===== src/rtl/irq_pkg.sv =====
// Shared types and defaults for the interrupt controller slice.
package irq_pkg;

   // Request/handler sequencing states seen by the decoder handshake
   typedef enum logic [1:0] {
      IRQ_IDLE,
      IRQ_REQ,
      IRQ_SERVICE
   } irq_state_t;

   // Decoder irq_num is one bit wide, so two lines is the natural default
   localparam int IRQ_NUM_W_DEFAULT = 1;
   localparam int NUM_IRQS_DEFAULT  = 2;

   // Fewer than two flops does not give a metastable sample time to settle
   localparam int SYNC_STAGES_MIN   = 2;

endpackage


===== src/rtl/irq_sync.sv =====
// Multi-flop synchroniser for one asynchronous peripheral interrupt line.
module irq_sync
   import irq_pkg::*;
#(
   parameter int STAGES = SYNC_STAGES_MIN
) (
   input  logic clk,
   input  logic reset_n_i,
   input  logic async_i,
   output logic sync_o
);

   logic [STAGES-1:0] chain_q;

   // Shift the raw line through the chain; only the last flop is used downstream
   always_ff @(posedge clk or negedge reset_n_i) begin
      if (!reset_n_i) begin
         chain_q <= '0;
      end else begin
         chain_q <= {chain_q[STAGES-2:0], async_i};
      end
   end

   assign sync_o = chain_q[STAGES-1];

endmodule


===== src/rtl/irq_controller.sv =====
// Interrupt controller: synchronises peripheral lines, keeps pending/mask state,
// picks the lowest-index enabled line and hands it to the decoder with a
// request / service / end-of-interrupt handshake. One request or handler at a time.
module irq_controller
   import irq_pkg::*;
#(
   parameter int                  NUM_IRQS    = NUM_IRQS_DEFAULT,
   parameter int                  IRQ_NUM_W   = IRQ_NUM_W_DEFAULT,
   parameter logic [NUM_IRQS-1:0] EDGE_MASK   = '1,
   parameter int                  SYNC_STAGES = 2
) (
   input  logic                 clk,
   input  logic                 reset_n_i,
   input  logic [NUM_IRQS-1:0]  irq_lines_i,
   input  logic                 mask_we_i,
   input  logic [NUM_IRQS-1:0]  mask_i,
   input  logic                 en_i,
   input  logic                 eoi_i,
   output logic                 irq_o,
   output logic [IRQ_NUM_W-1:0] irq_num_o,
   output logic [NUM_IRQS-1:0]  pending_o,
   output logic                 in_service_o
);

   logic [NUM_IRQS-1:0]  sync_w;
   logic [NUM_IRQS-1:0]  level_q;
   logic [NUM_IRQS-1:0]  hist_q;
   logic [NUM_IRQS-1:0]  rise;
   logic [NUM_IRQS-1:0]  pending_q;
   logic [NUM_IRQS-1:0]  pending_d;
   logic [NUM_IRQS-1:0]  mask_q;
   logic [NUM_IRQS-1:0]  cand;
   logic [NUM_IRQS-1:0]  clear;
   logic [IRQ_NUM_W-1:0] win_num;
   logic                 accept;

   irq_state_t           state_q;
   irq_state_t           state_d;
   logic                 irq_q;
   logic                 irq_d;
   logic [IRQ_NUM_W-1:0] num_q;
   logic [IRQ_NUM_W-1:0] num_d;
   logic                 svc_q;
   logic                 svc_d;

   for (genvar gi = 0; gi < NUM_IRQS; gi++) begin : g_sync
      irq_sync #(
         .STAGES (SYNC_STAGES)
      ) u_sync (
         .clk       (clk),
         .reset_n_i (reset_n_i),
         .async_i   (irq_lines_i[gi]),
         .sync_o    (sync_w[gi])
      );
   end

   // Retime the synchronised level and keep a one-cycle history for edge detection
   always_ff @(posedge clk or negedge reset_n_i) begin
      if (!reset_n_i) begin
         level_q <= '0;
         hist_q  <= '0;
      end else begin
         level_q <= sync_w;
         hist_q  <= level_q;
      end
   end

   assign rise = level_q & ~hist_q;

   // Enable mask register; a write is visible to the next candidate evaluation
   always_ff @(posedge clk or negedge reset_n_i) begin
      if (!reset_n_i) begin
         mask_q <= '1;
      end else if (mask_we_i) begin
         mask_q <= mask_i;
      end
   end

   // Edge lines latch until accepted (a new edge beats the clear); level lines follow the input
   always_comb begin
      pending_d = '0;
      for (int i = 0; i < NUM_IRQS; i++) begin
         if (EDGE_MASK[i]) begin
            pending_d[i] = rise[i] | (pending_q[i] & ~clear[i]);
         end else begin
            pending_d[i] = level_q[i];
         end
      end
   end

   // Pending status register
   always_ff @(posedge clk or negedge reset_n_i) begin
      if (!reset_n_i) begin
         pending_q <= '0;
      end else begin
         pending_q <= pending_d;
      end
   end

   assign cand = pending_q & mask_q;

   // Priority encoder: scan from the top so the lowest enabled index wins
   always_comb begin
      win_num = '0;
      for (int i = NUM_IRQS - 1; i >= 0; i--) begin
         if (cand[i]) begin
            win_num = IRQ_NUM_W'(i);
         end
      end
   end

   // Acceptance clears the pending bit of the line being handed to the decoder
   always_comb begin
      clear = '0;
      if (accept) begin
         clear[num_q] = 1'b1;
      end
   end

   // Next-state and registered-output values for the request/service sequencer
   always_comb begin
      state_d = state_q;
      irq_d   = irq_q;
      num_d   = num_q;
      svc_d   = svc_q;
      accept  = 1'b0;
      case (state_q)
         IRQ_IDLE: begin
            if (|cand) begin
               irq_d   = 1'b1;
               num_d   = win_num;
               state_d = IRQ_REQ;
            end
         end
         IRQ_REQ: begin
            if (en_i) begin
               accept  = 1'b1;
               irq_d   = 1'b0;
               svc_d   = 1'b1;
               state_d = IRQ_SERVICE;
            end
         end
         IRQ_SERVICE: begin
            if (en_i && eoi_i) begin
               svc_d   = 1'b0;
               state_d = IRQ_IDLE;
            end
         end
         default: begin
            irq_d   = 1'b0;
            svc_d   = 1'b0;
            state_d = IRQ_IDLE;
         end
      endcase
   end

   // State and output registers; reset aborts any request or handler in flight
   always_ff @(posedge clk or negedge reset_n_i) begin
      if (!reset_n_i) begin
         state_q <= IRQ_IDLE;
         irq_q   <= 1'b0;
         num_q   <= '0;
         svc_q   <= 1'b0;
      end else begin
         state_q <= state_d;
         irq_q   <= irq_d;
         num_q   <= num_d;
         svc_q   <= svc_d;
      end
   end

   assign irq_o        = irq_q;
   assign irq_num_o    = num_q;
   assign pending_o    = pending_q;
   assign in_service_o = svc_q;

endmodule

===== config.mk =====
export PLATFORM = sky130hd
export DESIGN_NAME = irq_controller
export DESIGN_NICKNAME = d
export VERILOG_FILES = /design/src/rtl/irq_pkg.sv /design/src/rtl/irq_sync.sv /design/src/rtl/irq_controller.sv
export SDC_FILE = /design/constraint.sdc
export NUM_CORES = 1
export LEC_CHECK = 0
export ABC_AREA = 0
export ABC_CLOCK_PERIOD_IN_PS = 2580
export CORE_MARGIN = 2
export CORE_UTILIZATION = 28
export CTS_BUF_LIST = sky130_fd_sc_hd__clkbuf_2 sky130_fd_sc_hd__clkbuf_4 sky130_fd_sc_hd__clkbuf_8
export DETAILED_ROUTE_END_ITERATION = 10
export DONT_BUFFER_PORTS = 1
export GPL_ROUTABILITY_DRIVEN = 0
export PLACE_DENSITY = 0.48
export SKIP_LAST_GASP = 1
export SYNTH_ARGS = -nofsm -noshare
export SYNTH_HDL_FRONTEND = slang
export SYNTH_SLANG_ARGS = --single-unit

===== constraint.sdc =====
create_clock -name clk -period 2.58 [get_ports clk]
set_input_delay 0.387 -clock clk [delete_from_list [all_inputs] [get_ports clk]]
set_output_delay 0.387 -clock clk [all_outputs]
set_load 0.02 [all_outputs]

Word-level counts from Yosys, hierarchy flattened --
Index checks and enable logic that the tools add are counted.
Operators by class: magnitude comparators 2, equal/unequal tests 5, muxes and demuxes 17, bitwise logic cells 11, reduce and logical (&&, ||, !) cells 8
Operators by type and width (count):
- 2-to-1 mux 1 bit | 9
- AND reduction 3 bit | 3
- 2-to-1 mux 2 bit | 4
- inequality test 2 bit (second input constant) | 3
- one-hot mux 1 bit (3 select lines) | 2
- one-hot mux 2 bit (3 select lines) | 1
- bitwise AND 2 bit | 2
- NOT 1 bit | 4
- bitwise AND 1 bit | 2
- == test 2 x 1 -> 1 bit (second input constant) | 1
- == test 2 bit (second input constant) | 1
- logical AND 1 bit | 2
- zero test 2 bit | 1
- less-than comparator 1 x 2 -> 1 bit (second input constant) | 1
- NOT 2 bit | 1
- bitwise OR 1 bit | 2
- AND reduction 2 bit | 1
- OR reduction 2 bit | 1
- demux 1 bit (select 1 bit) | 1
- >= comparator 1 bit (second input constant) | 1
Storage, ports and cells: register bits 17, output and inout port bits 5

Depth between registers and ports, before layout --
depth after elaboration 8, gate-level depth with buffers 2

By module --
From an unflattened synthesis, not the netlist that was laid out.
Unflattened totals: cell total of the unflattened synthesis 41, area, all modules 601.8 µm²
Modules (own cells, without submodules):
- irq_controller | times used 1, cells an instance 37, area each 501.7 µm²
- irq_sync | times used 2, cells an instance 2, area each 50.0 µm²

Worst setup path before layout --
No wires, ideal clock.
kind reg2reg, from register state_q[1], to register num_q, in the netlist irq_num_o, setup time 0.121 ns, arrival time 0.867 ns, setup slack 1.592 ns, stages on the path, launching flop included 3, clock period less this slack 0.988 ns, path through dfrtp_1 > or2_1 > o22a_1
Between the ends: longest elaborated chain between the ends 2
RTL lines:
- start, declared | line irq_controller.sv:37 | irq_state_t state_q;
- start signal, assigned | line irq_controller.sv:165 | state_q <= state_d;
- zero test 2 bit | line irq_controller.sv:127 | case (state_q)
- AND reduction 2 bit (no line)
- end signal, assigned | line irq_controller.sv:167 | num_q <= num_d;
- end, declared | line irq_controller.sv:41 | logic [IRQ_NUM_W-1:0] num_q;
No other way between the ends. A chain may end at the register's enable or synchronous reset.

Worst setup path in the final report --
from register num_q, in the netlist irq_num_o, to output port irq_num_o
RTL lines:
- end, declared | line irq_controller.sv:20 | output logic [IRQ_NUM_W-1:0] irq_num_o,
No word-level cell between the ends.

==> results.py <==
metrics = {
    "power_and_ir_drop": {
        "ir_worst_vdd_mv": 0.3462,
        "total_power_uw": 730.3,
        "clockPowerShare_pct": 19.7,
        "p_seq_share_pct": 62.4,
        "p_sw_uw": 249.7,
        "pwr-share-comb_pct": 17.8,
        "power_density_mw_per_mm2": 1091,
        "leakage_nw": 0.2945,
        "sw_frac_of_total_pct": 34.19,
        "internal-power_uw": 480.6,
    },
    "global_route": {
        "grt.total_usage_pct": 8.077,
        "grt_max_degree": 18,
        "antenna_found_initial": 0,
        "first_global_vias": 319,
        "grt_pass1_wl_mm": 1.531,
        "overflow": 0,
    },
    "sta": {
        "rsz0062_at_grt": "false",
        "slew_headroom_pct": 50.66,
        "hold_viol": 0,
        "fin_crit_ns": 1.186,
        "worst_slew_pin_slew_ns": 0.7377,
        "fmax_mhz": 843.4,
        "drv_slew": 0,
        "finalSetupViolCount": 0,
        "setup_tns_ns": 0,
        "fin_worst_skew_ns": 0.003075,
        "period_share_pct": 45.96,
    },
    "clocking": {
        "clockBufferDepth": 2,
        "cts-root-buf": "clkbuf_4",
        "numClockSinks": 17,
        "clkLatencyLatePin_ns": 0.27,
        "numCtsBuffers": 3,
        "h-tree-depth": 1,
        "tritoncts": "built",
        "cts.reportedPaths.clkPinSlew_ns": 0.09,
        "postCtsSetupBuffers": 0,
    },
    "die": {
        "fp.dieArea_mm2": 0.002512,
        "dieHeight_um": 50.12,
        "start_util_pct": 30.05,
        "ios": 14,
        "die_width_um": 50.12,
        "coreArea_mm2": 0.001982,
        "rows": 16,
    },
    "synthesis": {
        "synth_area_per_cell_um2": 14.89,
        "synth_top_family_by_area": "compound AO/OA/AOI/OAI gates",
        "synth-xor-area-share_pct": 0,
        "synth_compound_area_share_pct": 11.76,
        "yosys-top-cells-count": "15 x dfrtp_1, 3 x inv_1",
        "synth_area_um2": 595.6,
        "synthAdderAreaFrac_pct": 0,
        "synth_most_common_cell": "dfrtp_1",
        "synth_area_leaders": "dfrtp_1 63%, dfstp_2 8.8%, mux2_2 3.8%, and4bb_1 2.1%, and4bb_2 2.1%",
        "synth-main-ff-cell": "dfrtp_1",
        "yosys.area.top_type": "dfrtp_1",
        "ys_types": 19,
        "async_reset_ff_share_pct": 100.0,
        "synth_seq_cells": 17,
        "yosysWarnings": 0,
        "synth_top_area_share_pct": 63.03,
        "synth_edf_count": 0,
        "synthCells": 40,
        "synthSimpleGateAreaFrac_pct": 9.034,
        "synth.area.mux_share_pct": 5.462,
        "syn-num-nets": 49,
        "synth.yosys.seq_area_share_pct": 71.85,
    },
    "critical_path": {
        "path_max_fanout": 4,
        "path_class": "flip-flop to primary output",
        "r2r_slack_ns": 1.51,
        "worst-r2r-cell-count": 2,
        "worstSetupStartpointType": "flip-flop",
        "cp.arrival_ns": 0.80,
        "worst_ep_required_time_ns": 2.19,
        "worst-path-stages": 0,
        "end_kind": "primary output",
    },
    "route": {
        "dr.pass1.iters": 2,
        "routedWlPerCell_um": 12.94,
        "avgViaCountPerCell": 4.542,
        "routed_wl_um": 932,
        "vias": 327,
        "drc": 0,
        "drt_iter0_markers": 5,
        "ant_nets": 0,
    },
    "worst_hold_path": {
        "hold_depth": 0,
        "hold_class": "input pin to flip-flop",
    },
    "run_status": {
        "outcome": "finished clean",
    },
    "job": {
        "max_cap_viol_count": 0,
    },
    "layout": {
        "drive_gt1_share_pct": 22.22,
        "synthToLayoutAreaGrowth_pct": 12.39,
        "diodes": 0,
        "fin_nets": 55,
    },
    "place": {
        "port_buffers": 0,
    },
}
## timing repair
action | CTS | global route
endpoints found under the hold margin | 17 | 0
hold buffers | 1 | 0
resized for setup | 0 | 0
## power by group through the flow
stage          sequential (mW)  clock (mW)  combinational (mW)
3_3_place_gp             0.456           0               0.120
3_5_place_dp             0.464           0               0.125
5_1_grt                  0.468       0.163               0.144
2_1_floorplan            0.438           0               0.109
6_report                 0.456       0.144               0.130
4_1_cts                  0.458       0.152               0.133
## per-stage QoR
step	cells	setup slack [ns]	utilization [%]	instance area [um2]	hold WS (ns)
2_1_floorplan	40	1.592	-	595.6	0.09141
3_3_place_gp	67	1.575	31.76	629.4	0.09187
3_5_place_dp	67	1.526	31.76	629.4	0.09188
4_1_cts	72	1.376	33.78	669.4	0.1222
5_1_grt	72	1.348	33.78	669.4	0.1096
6_report	72	1.394	33.78	669.4	0.1334
## worst paths after layout
kind	to	start
setup / recovery	irq_num_o	irq_num_o
hold / removal	g_sync[1].u_sync.chain_q[0]	irq_lines_i[1]
setup reg to reg	irq_num_o	state_q[0]
hold reg to reg	level_q[1]	g_sync[1].u_sync.chain_q[1]
max in group asynchronous	g_sync[1].u_sync.chain_q[1]	reset_n_i
min in group asynchronous	in_service_o	reset_n_i
## sequential cells by signal, summed over array words and instances (netlist names), 2 cells and up
name                   count
g_sync.u_sync.chain_q      4
hist_q                     2
level_q                    2
mask_q                     2
pending_o                  2
state_q                    2
## routing by layer
metal	global-route usage (%)	share of wire, %	vias up
li1	-	-	153
met1	10.85	48	159
met2	9.868	38	15
met3	5.758	14	0
met4	2.778	0	0
met5	0	0	-
## layout by cell type, fill, tap and decap left out
master / instances
o22ai_1: 2
a22o_1: 1
and4bb_2: 1
a21o_2: 1
nand4b_1: 1
dfrtp_1: 15
clkbuf_4: 4
o2bb2ai_1: 1
a22oi_1: 1
mux2i_1: 1
mux2_2: 2
nand2b_1: 1
o22a_1: 1
dlygate4sd3_1: 1
or2_1: 1
dfstp_2: 2
nand2_1: 2
inv_1: 3
and4bb_1: 1
o21ai_0: 1
a21oi_1: 2
## cell families (layout without fill, tap and decap cells)
kind of cell / Yosys count / count (layout)
flops: 17 / 17
compound gates: 10 / 10
simple gates: 7 / 7
mux: 3 / 3
buf+inv: 3 / 8
## cell type report
cell class,instances,area (um2)
clock buffer,4,30.03
fill,198,1313
tap,27,33.78
inverter,3,11.26
sequential,17,427.9
multi-input combinational,20,156.4
timing repair buffer,1,10.01
(Power assumes the default switching activity.)
